--- config.mk ---
export PLATFORM = sky130hd
export DESIGN_NAME = control_sequencer
export DESIGN_NICKNAME = d
export VERILOG_FILES = /design/src/rtl/control_sequencer_pkg.sv /design/src/rtl/control_sequencer.sv
export SDC_FILE = /design/constraint.sdc
export NUM_CORES = 1
export LEC_CHECK = 0
export CORE_UTILIZATION = 30
export DETAILED_ROUTE_END_ITERATION = 16
export PLACE_DENSITY = 0.62
export SLEW_MARGIN = 5
export SYNTH_ARGS = -nofsm -noshare
export SYNTH_HDL_FRONTEND = slang
export SYNTH_SLANG_ARGS = --single-unit
--- constraint.sdc ---
create_clock -name clk -period 1.85 [get_ports clk]
set_input_delay 0.2775 -clock clk [delete_from_list [all_inputs] [get_ports clk]]
set_output_delay 0.2775 -clock clk [all_outputs]
set_load 0.01 [all_outputs]
--- src/rtl/control_sequencer_pkg.sv ---
`default_nettype none
// ============================================================================
//  Module   : control_sequencer_pkg
//  Purpose  : Shared types and constants for the accumulator-datapath
//             instruction sequencer: opcodes, FSM states, ACC-bus source
//             and ALU op encodings, and instruction field positions.
//  Ports    : none (package)
//  Revision : 1.0  initial release
// ============================================================================
package control_sequencer_pkg;

  typedef enum logic [3:0] {
    OP_NOP   = 4'd0,
    OP_GET   = 4'd1,
    OP_PUT   = 4'd2,
    OP_LOADI = 4'd3,
    OP_LOAD  = 4'd4,
    OP_STORE = 4'd5,
    OP_ADD   = 4'd8,
    OP_SUB   = 4'd9,
    OP_AND   = 4'd10,
    OP_OR    = 4'd11,
    OP_HALT  = 4'd15
  } opcode_e;

  typedef enum logic [2:0] {
    ST_IDLE   = 3'd0,
    ST_FETCH  = 3'd1,
    ST_DECODE = 3'd2,
    ST_EXEC   = 3'd3,
    ST_MEM    = 3'd4,
    ST_HALTED = 3'd5
  } state_e;

  typedef enum logic [1:0] {
    ACC_SRC_NONE = 2'd0,
    ACC_SRC_ALU  = 2'd1,
    ACC_SRC_IMM  = 2'd2,
    ACC_SRC_DMEM = 2'd3
  } acc_src_e;

  typedef enum logic [1:0] {
    ALU_ADD = 2'd0,
    ALU_SUB = 2'd1,
    ALU_AND = 2'd2,
    ALU_OR  = 2'd3
  } alu_op_e;

  // Instruction field positions (16-bit instruction word)
  localparam int OPC_MSB = 15;
  localparam int OPC_LSB = 12;
  localparam int ALU_MSB = 13;
  localparam int ALU_LSB = 12;
  localparam int IMM_MSB = 11;
  localparam int IMM_LSB = 4;
  localparam int REG_MSB = 3;
  localparam int REG_LSB = 0;

endpackage
`default_nettype wire

--- src/rtl/control_sequencer.sv ---
`default_nettype none
// ============================================================================
//  Module   : control_sequencer
//  Purpose  : Multi-cycle fetch/decode/execute sequencer that drives the
//             register file strobes, ALU op, ACC-bus source select and the
//             data-memory handshake.
//  Ports    : clk, reset_n (sync, active-low), run
//             imem_req/imem_ack/imem_rdata   instruction fetch port
//             dmem_req/dmem_we/dmem_ack      data memory handshake
//             reg_addr, acc_write_enable, read_get_to_acc, write_put_acc,
//             read_data_output_enable, status_write_enable  register file
//             acc_src, imm, alu_op           datapath selects
//             pc_advance, retired_count, halted, illegal_op  status
//  Revision : 1.0  initial release
// ============================================================================
module control_sequencer
  import control_sequencer_pkg::*;
#(
  parameter int DATA_W         = 8,
  parameter int INSTR_W        = 16,
  parameter int REG_ADDR_WIDTH = 4,
  parameter int COUNT_W        = 16
) (
  input  logic                      clk,
  input  logic                      reset_n,
  input  logic                      run,
  output logic                      imem_req,
  input  logic                      imem_ack,
  input  logic [INSTR_W-1:0]        imem_rdata,
  output logic                      dmem_req,
  output logic                      dmem_we,
  input  logic                      dmem_ack,
  output logic [REG_ADDR_WIDTH-1:0] reg_addr,
  output logic                      acc_write_enable,
  output logic                      read_get_to_acc,
  output logic                      write_put_acc,
  output logic                      read_data_output_enable,
  output logic                      status_write_enable,
  output logic [1:0]                acc_src,
  output logic [DATA_W-1:0]         imm,
  output logic [1:0]                alu_op,
  output logic                      pc_advance,
  output logic [COUNT_W-1:0]        retired_count,
  output logic                      halted,
  output logic                      illegal_op
);

  state_e               r_state;
  logic [INSTR_W-1:0]   r_ir;
  logic [COUNT_W-1:0]   r_retired_count;

  opcode_e              w_op;
  logic                 w_retire;

  assign retired_count = r_retired_count;

  // Decoder: everything is a function of r_state/r_ir, except the MEM
  // ack cycle, where completion (and the LOAD ACC write) follows dmem_ack.
  always_comb begin
    w_op                    = opcode_e'(r_ir[OPC_MSB:OPC_LSB]);
    w_retire                = 1'b0;
    imem_req                = 1'b0;
    dmem_req                = 1'b0;
    dmem_we                 = 1'b0;
    reg_addr                = '0;
    imm                     = '0;
    alu_op                  = '0;
    acc_write_enable        = 1'b0;
    read_get_to_acc         = 1'b0;
    write_put_acc           = 1'b0;
    read_data_output_enable = 1'b0;
    status_write_enable     = 1'b0;
    acc_src                 = ACC_SRC_NONE;
    illegal_op              = 1'b0;
    halted                  = 1'b0;

    // Instruction fields are presented from DECODE until the instruction leaves.
    if (r_state == ST_DECODE || r_state == ST_EXEC || r_state == ST_MEM) begin
      reg_addr = REG_ADDR_WIDTH'(r_ir[REG_MSB:REG_LSB]);
      imm      = DATA_W'(r_ir[IMM_MSB:IMM_LSB]);
      alu_op   = r_ir[ALU_MSB:ALU_LSB];
    end

    case (r_state)
      ST_FETCH: imem_req = 1'b1;
      ST_EXEC: begin
        case (w_op)
          OP_NOP: w_retire = 1'b1;
          OP_GET: begin
            read_get_to_acc  = 1'b1;
            acc_write_enable = 1'b1;
            w_retire         = 1'b1;
          end
          OP_PUT: begin
            write_put_acc = 1'b1;
            w_retire      = 1'b1;
          end
          OP_LOADI: begin
            acc_src          = ACC_SRC_IMM;
            acc_write_enable = 1'b1;
            w_retire         = 1'b1;
          end
          OP_ADD, OP_SUB, OP_AND, OP_OR: begin
            read_data_output_enable = 1'b1;
            acc_src                 = ACC_SRC_ALU;
            acc_write_enable        = 1'b1;
            status_write_enable     = 1'b1;
            w_retire                = 1'b1;
          end
          OP_LOAD, OP_STORE, OP_HALT: ;
          default: begin
            // Undefined opcode: flag it, then retire as a NOP.
            illegal_op = 1'b1;
            w_retire   = 1'b1;
          end
        endcase
      end
      ST_MEM: begin
        dmem_req = 1'b1;
        dmem_we  = (w_op == OP_STORE);
        if (dmem_ack) begin
          w_retire = 1'b1;
          if (w_op == OP_LOAD) begin
            acc_src          = ACC_SRC_DMEM;
            acc_write_enable = 1'b1;
          end
        end
      end
      ST_HALTED: halted = 1'b1;
      default: ;
    endcase

    pc_advance = w_retire;
  end

  always_ff @(posedge clk) begin
    if (!reset_n) begin
      r_state         <= ST_IDLE;
      r_ir            <= '0;
      r_retired_count <= '0;
    end else begin
      case (r_state)
        ST_IDLE:   if (run) r_state <= ST_FETCH;
        ST_FETCH: begin
          if (imem_ack) begin
            r_ir    <= imem_rdata;
            r_state <= ST_DECODE;
          end
        end
        ST_DECODE: r_state <= ST_EXEC;
        ST_EXEC: begin
          if (w_op == OP_LOAD || w_op == OP_STORE) r_state <= ST_MEM;
          else if (w_op == OP_HALT)                r_state <= ST_HALTED;
        end
        ST_HALTED: r_state <= ST_HALTED;
        default:   ;
      endcase
      // Retirement decides the follow-on state for both EXEC and MEM.
      if (w_retire) begin
        r_state         <= run ? ST_FETCH : ST_IDLE;
        r_retired_count <= r_retired_count + COUNT_W'(1);
      end
    end
  end

endmodule
`default_nettype wire

==> impl_metrics.json <==
{
  "ff2ff_path_depth": 6,
  "worstHoldStart": "r_ir[1]",
  "path_cells": "clkdlybuf4s50_1, nand4bb_4, buf_4, o31a_1, buf_6, or4_1, a21oi_1",
  "synth_xor_area_frac": 0.00507,
  "layout-drive-gt1-share": 0.215,
  "synth_top_family_by_area": "simple AND/OR/NAND/NOR gates",
  "cts.clk_slew.worst_paths_ps": 70,
  "async_flop_share": 0,
  "setup_viol": 0,
  "die_w_microns": 77.9,
  "max_stage_delay_ps": 500,
  "cap_violations": 0,
  "critPathLaunchType": "input port",
  "endpoint_kind": "flip-flop",
  "first_iter_violations": 116,
  "clock_path_buffers": 2,
  "wire_per_inst_microns": 12.8,
  "avgViaCountPerCell": 4.81,
  "relSlewSlack": 0.759,
  "setup_ws_ps": 52.6,
  "dp_hpwl_microns": 3200,
  "ys.flop_type": "dfxtp_1",
  "grt_usage": 0.161,
  "numCtsBuffers": 5,
  "cp_max_fo": 9,
  "ys_ff_latch": 35,
  "floorplan.initialDensity": 0.312,
  "peakVddDrop_mv": 0.452,
  "required_ps": 2060,
  "grt_start_max_net_pins": 32,
  "yosys-mux-area-fraction": 0.0116,
  "num_rows": 27,
  "slew_viol_final": 0,
  "die_h_microns": 77.9,
  "drc_errors": 0,
  "path_class": "input port to flip-flop",
  "p_leak_nw": 1.10,
  "avgSynthCellArea_sq_um": 7.62,
  "final.fill_count": 576,
  "syn-num-nets": 249,
  "grt-ovfl-total": 0,
  "period_share": 0.972,
  "finClkSkew_ps": 4.15,
  "max_freq_mhz": 556,
  "worstMarginPinSlew_ps": 361,
  "cts_root_buffer": "clkbuf_8",
  "pre_cts_ws_ps": -327,
  "synthSimpleGateAreaFrac": 0.339,
  "reg2reg_from": "r_state[1]",
  "worstHoldEndpoint": "r_ir[1]",
  "netlist_area_sq_um": 1730,
  "boundaryPins": 64,
  "diodes": 0,
  "synth_compound_area_frac": 0.173,
  "reg2reg_to": "retired_count[12]",
  "num_vias": 1841,
  "synth.distinct_cells": 34,
  "syn_inst": 227,
  "portBuffers": 63,
  "grt_pass1_wl_microns": 7910,
  "dieArea_sq_um": 6070,
  "min_period_ps": 1800,
  "register_area_sq_um": 712,
  "hold_viol_final": 0,
  "core_sq_um": 5540,
  "outcome": "complete, no violations",
  "postRouteAntennaNets": 0,
  "cts_max_level": 2,
  "wirelength_microns": 4880,
  "synth_fa_ha_area_frac": 0.00724,
  "grt_setup_unrepaired": "yes",
  "final_cell_mix": "nand2_1 (47), clkdlybuf4s50_1 (37), dfxtp_1 (32)",
  "mostFrequentLayoutCell": "nand2_1",
  "clock_sinks": 35,
  "fin_total_pwr_mw": 1.69,
  "hold_class": "flip-flop to flip-flop",
  "grt_pass1_vias": 1695,
  "drt-pass1-iter-count": 4,
  "ys_seq_area_frac": 0.405,
  "r2r_slack_ps": 60,
  "multi_input_area_sq_um": 1020,
  "nNetsFinal": 332,
  "p_per_area_nw_per_um2": 616,
  "synth_edf_count": 0,
  "place_congestion": 0.728,
  "yosys_warnings": 0,
  "crit_path_top_delay_cell": "clkdlybuf4s50_1",
  "synthToLayoutAreaGrowth_pct": 59.0,
  "insertion_delay_ps": 280,
  "antenna_found_initial": 0,
  "cts_tree": "built",
  "crit_arrival_ps": 2000,
  "worstHoldPathCells": 2
}
cells by family (layout without fill, tap and decap cells):
logic type	count (synthesis)	after routing
multiplexers	2	2
adder cells (fa/ha/maj)	1	1
AND/OR/NAND/NOR	113	113
XOR/XNOR	1	1
flip-flops	35	35
AO/OA/AOI/OAI	53	53
buffers and inverters	22	106
routing by layer:
layer	global-route usage	wire length, microns
met4	0.0463	51
met3	0.0318	165
met2	0.266	2430
met5	0	0
met1	0.211	2240
metrics by stage:
step	hold WS, ps	instances	cell area (sq um)	utilization	setup TNS [ps]
3_3_place_gp	438	369	2550	0.460	-4460
5_1_grt	465	383	2750	0.496	-113
3_5_place_dp	443	369	2550	0.460	-4350
2_1_floorplan	413	227	1730	-	0
4_1_cts	453	379	2670	0.482	-386
6_report	450	383	2750	0.496	0
synth_stat cells (3+ instances only):
| master | n | area (sq um) |
|---|---|---|
| nand4_1 | 4 | 25.0 |
| and4_1 | 3 | 26.3 |
| or4_1 | 7 | 52.6 |
| and3_1 | 5 | 31.3 |
| clkbuf_1 | 7 | 26.3 |
| nor2b_1 | 14 | 87.6 |
| o21ai_0 | 6 | 30.0 |
| nor2_1 | 11 | 41.3 |
| nand3_1 | 5 | 25.0 |
| or3_1 | 5 | 31.3 |
| inv_1 | 5 | 18.8 |
| a21oi_1 | 33 | 165 |
| and2_1 | 3 | 18.8 |
| nand2_1 | 47 | 176 |
| buf_2 | 7 | 35.0 |
| dfxtp_1 | 35 | 701 |
| o31ai_1 | 9 | 67.6 |
layout make-up:
type,count,share of cell area
Multi-Input combinational cell,170,0.372
Timing Repair Buffer,93,0.293
Sequential cell,35,0.259
Clock buffer,8,0.0364
Tap cell,72,0.0328
Inverter,5,0.00683
sequential cells by signal, summed over array words and instances, names as in the netlist:
register	cells
r_ir	16
r_state	3
retired_count	16
critical path: cells and delay by family:
family          cells  cell delay (ps)
compound gates      2              290
simple gates        2              620
buf+inv             3              810
report_power, final:
part	leakage (nW)	switching (mW)	total [mW]	internal, mW
Sequential	0.286	0.0298	0.812	0.782
Clock	0.0515	0.257	0.597	0.340
Combinational	0.760	0.137	0.283	0.147
worst max path at each step:
stage          depth (start not counted)           endpoint        from  slack, ps
2_1_floorplan                          5          alu_op[0]  r_state[2]        120
3_3_place_gp                           6         acc_src[1]    dmem_ack       -320
3_5_place_dp                           6         acc_src[1]    dmem_ack       -330
4_1_cts                                5         acc_src[0]  r_state[2]       -230
5_1_grt                                6             imm[3]  r_state[2]        -30
6_report                               7  retired_count[12]    dmem_ack         50
timing repair:
item	in CTS	in global routing
gates cloned	0	2
setup buffers	2	2
hold buffers	0	0
resized for setup	41	42
endpoints found under the setup margin	36	33
pin swaps	2	6
No activity file was read; power rests on OpenSTA's default activity.
